File: src/rtl/hyperbus_pkg.sv
// Shared HyperBus PHY definitions: delay controller FSM states, default tap/settle constants
// and the tap clamping helper.
package hyperbus_pkg;

  localparam int unsigned HB_NUM_TAPS      = 4;
  localparam int unsigned HB_IDLE_QUAL     = 2;
  localparam int unsigned HB_SETTLE_CYCLES = 4;

  typedef enum logic [1:0] {
    IDLE   = 2'd0,
    QUAL   = 2'd1,
    GATE   = 2'd2,
    SETTLE = 2'd3
  } delay_state_t;

  // Saturate a requested tap index to the highest implemented tap.
  function automatic logic [31:0] clamp_tap(input logic [31:0] req, input logic [31:0] max_tap);
    return (req > max_tap) ? max_tap : req;
  endfunction

endpackage

File: src/rtl/hyperbus_delay_ctrl.sv
// RWDS delay-line tap controller: waits for a qualified PHY idle window, then switches
// the tap select while RX capture is blocked, and holds the block through a settle window.
module hyperbus_delay_ctrl
  import hyperbus_pkg::*;
#(
  parameter int unsigned NUM_TAPS      = HB_NUM_TAPS,
  parameter int unsigned RST_DELAY     = 0,
  parameter int unsigned IDLE_QUAL     = HB_IDLE_QUAL,
  parameter int unsigned SETTLE_CYCLES = HB_SETTLE_CYCLES
) (
  input  logic        clk_i,
  input  logic        rst_i,
  input  logic [31:0] cfg_delay_i,
  input  logic        cfg_valid_i,
  output logic        cfg_ready_o,
  input  logic        phy_idle_i,
  output logic [31:0] delay_o,
  output logic        rx_block_o,
  output logic        busy_o,
  output logic        done_o,
  output logic        clamp_o
);

  localparam int unsigned MAX_CNT = (IDLE_QUAL > SETTLE_CYCLES) ? IDLE_QUAL : SETTLE_CYCLES;
  localparam int unsigned CNT_W   = $clog2(MAX_CNT + 1);
  localparam logic [31:0] MAX_TAP = 32'(NUM_TAPS - 1);
  localparam logic [31:0] RST_TAP = 32'(RST_DELAY);
  localparam logic [CNT_W-1:0] QUAL_LAST   = CNT_W'(IDLE_QUAL - 1);
  localparam logic [CNT_W-1:0] SETTLE_LAST = CNT_W'(SETTLE_CYCLES - 1);

  delay_state_t     state_q, state_d;
  logic [31:0]      pend_q, pend_d;
  logic [CNT_W-1:0] cnt_q, cnt_d;
  logic [31:0]      delay_d;
  logic             rx_block_d, busy_d, done_d, clamp_d;

  logic             accept;
  logic [31:0]      req_tap;
  logic             req_clamped;

  // Requests are only taken while no switch is committed.
  assign cfg_ready_o = (state_q == IDLE) || (state_q == QUAL);
  assign accept      = cfg_valid_i && cfg_ready_o;
  assign req_tap     = clamp_tap(cfg_delay_i, MAX_TAP);
  assign req_clamped = cfg_delay_i > MAX_TAP;

  always_comb begin
    state_d = state_q;
    pend_d  = pend_q;
    cnt_d   = cnt_q;
    delay_d = delay_o;
    done_d  = 1'b0;
    clamp_d = accept && req_clamped;

    case (state_q)
      IDLE: begin
        if (accept) begin
          pend_d = req_tap;
          if (req_tap == delay_o) begin
            done_d = 1'b1;
          end else begin
            state_d = QUAL;
            cnt_d   = '0;
          end
        end
      end
      QUAL: begin
        // A newer request replaces the pending one but keeps the idle count running.
        if (accept) begin
          pend_d = req_tap;
        end
        if (accept && (req_tap == delay_o)) begin
          state_d = IDLE;
          cnt_d   = '0;
          done_d  = 1'b1;
        end else if (!phy_idle_i) begin
          cnt_d = '0;
        end else if (cnt_q == QUAL_LAST) begin
          state_d = GATE;
          cnt_d   = '0;
        end else begin
          cnt_d = cnt_q + CNT_W'(1);
        end
      end
      GATE: begin
        delay_d = pend_q;
        cnt_d   = '0;
        state_d = SETTLE;
      end
      SETTLE: begin
        if (cnt_q == SETTLE_LAST) begin
          state_d = IDLE;
          cnt_d   = '0;
          done_d  = 1'b1;
        end else begin
          cnt_d = cnt_q + CNT_W'(1);
        end
      end
      default: begin
        state_d = IDLE;
        cnt_d   = '0;
      end
    endcase

    rx_block_d = (state_d == GATE) || (state_d == SETTLE);
    busy_d     = (state_d != IDLE);
  end

  always_ff @(posedge clk_i or posedge rst_i) begin
    if (rst_i) begin
      state_q    <= IDLE;
      pend_q     <= RST_TAP;
      cnt_q      <= '0;
      delay_o    <= RST_TAP;
      rx_block_o <= 1'b0;
      busy_o     <= 1'b0;
      done_o     <= 1'b0;
      clamp_o    <= 1'b0;
    end else begin
      state_q    <= state_d;
      pend_q     <= pend_d;
      cnt_q      <= cnt_d;
      delay_o    <= delay_d;
      rx_block_o <= rx_block_d;
      busy_o     <= busy_d;
      done_o     <= done_d;
      clamp_o    <= clamp_d;
    end
  end

endmodule

File: config.mk
export PLATFORM = sky130hd
export DESIGN_NAME = hyperbus_delay_ctrl
export DESIGN_NICKNAME = d
export VERILOG_FILES = /design/src/rtl/hyperbus_pkg.sv /design/src/rtl/hyperbus_delay_ctrl.sv
export SDC_FILE = /design/constraint.sdc
export NUM_CORES = 1
export LEC_CHECK = 0
export BUFFER_PORTS_ARGS = -buffer_cell sky130_fd_sc_hd__buf_2
export CORE_ASPECT_RATIO = 0.5
export CORE_MARGIN = 4
export CORE_UTILIZATION = 43
export DETAILED_ROUTE_END_ITERATION = 8
export HOLD_SLACK_MARGIN = 0.02
export PLACE_DENSITY = 0.73
export SLEW_MARGIN = 20
export SYNTH_ARGS = -nofsm -noshare
export SYNTH_HDL_FRONTEND = slang
export SYNTH_SLANG_ARGS = --single-unit
File: constraint.sdc
create_clock -name clk_i -period 2.3 [get_ports clk_i]
set_input_delay 0.23 -clock clk_i [delete_from_list [all_inputs] [get_ports clk_i]]
set_output_delay 0.23 -clock clk_i [all_outputs]
set_load 0.02 [all_outputs]
==> flow_summary.json <==
{
  "status": "finished, final reports clean",
  "start_kind": "flip-flop",
  "place.port_buffers": 72,
  "core_um2": 6810,
  "drt_iter0_drc": 83,
  "fin_crit_sh_pct": 88.1,
  "slowest_stage": "dfrtp_1",
  "synth_area_um2": 3060,
  "final_cell_mix": "73 x dfrtp_1, 72 x buf_2, 32 x and2_1, 32 x mux2_2, 13 x nor4_1",
  "critical_path_arrival_ns": 2.24,
  "mostFrequentLayoutCell": "dfrtp_1",
  "rows": 21,
  "multi_input_area_um2": 1160,
  "ff2ff_path_depth": 5,
  "yosysWarnings": 0,
  "grt_max_degree": 60,
  "grt_pass1_wl_mm": 10.8,
  "ant_nets": 0,
  "drv_cap": 0,
  "cts-root-buf": "clkbuf_16",
  "ys_top_cells_by_area": "dfrtp_1 60%, mux2_2 12%, and2_1 6.5%",
  "dr.pass1.iters": 4,
  "fp.dieH_um": 67.7,
  "synthesis.instances": 237,
  "cts_inserted_buffers": 9,
  "critPathTopFamily": "simple AND/OR/NAND/NOR gates",
  "cp-endpoint": "rx_block_o",
  "drt-wirelength-per-cell_um": 15.4,
  "layout-drive-gt1-share_pct": 42.2,
  "globalplace.congestion": 0.903,
  "postRouteWirelength_mm": 6.39,
  "hold_viol": 0,
  "p_leak_nw": 2.05,
  "synth_top_area_share_pct": 59.6,
  "async_reset_ff_share_pct": 100,
  "critPathLaunch": "delay_o[2]",
  "seq_area_um2": 1830,
  "tritoncts": "yes",
  "yosysUniqueCellTypes": 41,
  "r2r_start": "delay_o[2]",
  "hpwl_mm": 4.31,
  "crit_path_cell_trace": "nor4_1, nand4_1, nor2_1, o211ai_1, a32o_1",
  "grt_pass1_vias": 2162,
  "cts_max_level": 3,
  "ys_ff_latch": 73,
  "synth_edf_count": 0,
  "die_w_um": 127,
  "r2r_setup_slack_ns": 0.27,
  "rsz0062_at_grt": "false",
  "utilization_pct": 57.0,
  "max_stage_delay_ns": 0.39,
  "post_synth.cell_area_avg_um2": 12.9,
  "yosysTopAreaCell": "dfrtp_1",
  "cts_buffer_depth": 2,
  "cp.required_ns": 2.51,
  "path_max_fanout": 5,
  "r2r-end": "rx_block_o",
  "p_per_area_nw_per_um2": 962,
  "area_growth_pct": 26.7,
  "path_class": "flip-flop to flip-flop",
  "post-cts-setup-buffer-count": 0,
  "cp-end-kind": "flip-flop",
  "dieArea_um2": 8620,
  "relSlewSlack_pct": 66.9,
  "grt-ovfl-total": 0,
  "via_per_inst": 5.14,
  "cts.clk_slew.worst_paths_ns": 0.06,
  "yosysSeqAreaShare_pct": 59.6,
  "clock_latency_ns": 0.33,
  "fin_nets": 357,
  "remaining_drc_errors": 0,
  "maxSlewViolCount": 0,
  "crit_cells": 5,
  "io_pins": 73,
  "finalSetupTns_ns": 0,
  "cts_resized": 0,
  "vdd_drop_max_v": 0.000367,
  "synth_nets": 277,
  "detailroute.via_count": 2130,
  "grt_use_total_pct": 16.2,
  "cp.buffers_inverters": 0,
  "synthFlopType": "dfrtp_1",
  "max_freq_mhz": 494,
  "initial_core_util_pct": 45.0,
  "tightest_slew_ns": 0.495,
  "clock_sink_count": 73,
  "worstHoldPathType": "primary input to flip-flop",
  "antenna_found_initial": 0,
  "setup_violations": 0,
  "min_period_ns": 2.03,
  "finalClockSkew_ns": 0.00468,
  "num-fill-cells": 530,
  "diodes": 0
}
[how the worst min path moves through the flow]
stage                               from         end  slack [ns]  depth (start not counted)
after floorplan           cfg_delay_i[0]   pend_q[0]        0.41                          2
after global placement             rst_i   pend_q[2]        0.21                          2
after detailed placement           rst_i  rx_block_o        0.23                          2
after CTS                 cfg_delay_i[1]   pend_q[1]        0.25                          3
after global routing      cfg_delay_i[0]   pend_q[0]        0.27                          3
final                     cfg_delay_i[0]   pend_q[0]        0.26                          3
[where the power goes]
part	internal, mW	switching, mW	total [mW]
registers	1.38	0.109	1.48
clock network	0.981	0.515	1.50
logic	0.327	0.425	0.753
total	2.68	1.05	3.73
[logic make-up after synthesis]
family / share of synthesized area [%]
buffers and inverters: 2.53
DFF: 59.6
and+or+nand+nor: 17.2
muxes: 11.8
AOI/OAI and AO/OA: 6.99
adders and majority gates: 1.63
xor gates and xnor gates: 0.286
[layer usage]
| metal | part of all wire (%) | vias up | GRT usage (%) |
|---|---|---|---|
| met5 | 0 | - | 0 |
| met4 | 0.80 | 0 | 4.01 |
| met3 | 7.0 | 6 | 6.56 |
| met2 | 50 | 68 | 27.6 |
| met1 | 42 | 1053 | 19.5 |
| li1 | - | 1003 | - |
[area by class of cell]
class | instances | area share, %
inverters | 6 | 0.580
flip-flops and latches | 73 | 47.1
well taps | 92 | 2.97
clock buffers | 10 | 6.16
multi-input cells | 148 | 29.9
clock inverters | 6 | 2.32
repair buffers | 79 | 11.0
[tightest hold or removal path, cell delays in order]
cell and delay (ns):
buf_2 0.11, nor2_1 0.05, o21ai_0 0.15
[per-stage QoR]
| step | std cells | cell area, um2 | worst slack (ns) | total power [mW] | hold slack [ns] |
|---|---|---|---|---|---|
| after floorplan | 237 | 3060 | 0.217 | 2.06 | 0.406 |
| after global placement | 397 | 3540 | 0.245 | 2.23 | 0.210 |
| after global routing | 414 | 3880 | 0.150 | 3.92 | 0.274 |
| after detailed placement | 397 | 3540 | 0.190 | 2.26 | 0.226 |
| final | 414 | 3880 | 0.274 | 3.73 | 0.255 |
| after CTS | 414 | 3880 | 0.281 | 3.77 | 0.252 |
[synthesized netlist by cell type (3+ instances only)]
library cell	count
and2_1	32
buf_1	3
clkbuf_1	5
dfrtp_1	73
ha_1	4
inv_1	6
mux2_2	32
nand2_1	9
nand2b_1	3
nand3_1	3
nand4_1	3
nor2_1	8
nor3_1	4
nor4_1	13
o21ai_0	9
[sequential cells by signal, indices dropped and copies added, names as in the netlist]
| name | cells |
|---|---|
| rx_block_o | 1 |
| pend_q | 32 |
| busy_o | 1 |
| done_o | 1 |
| delay_o | 32 |
| cnt_q | 3 |
| state_q | 2 |
| clamp_o | 1 |
[repair_timing]
action                                  CTS  global route
hold buffers                              1             0
endpoints found under the setup margin    0             0
endpoints found under the hold margin    14             0
Note: power is estimated with default switching activity, not from simulation.
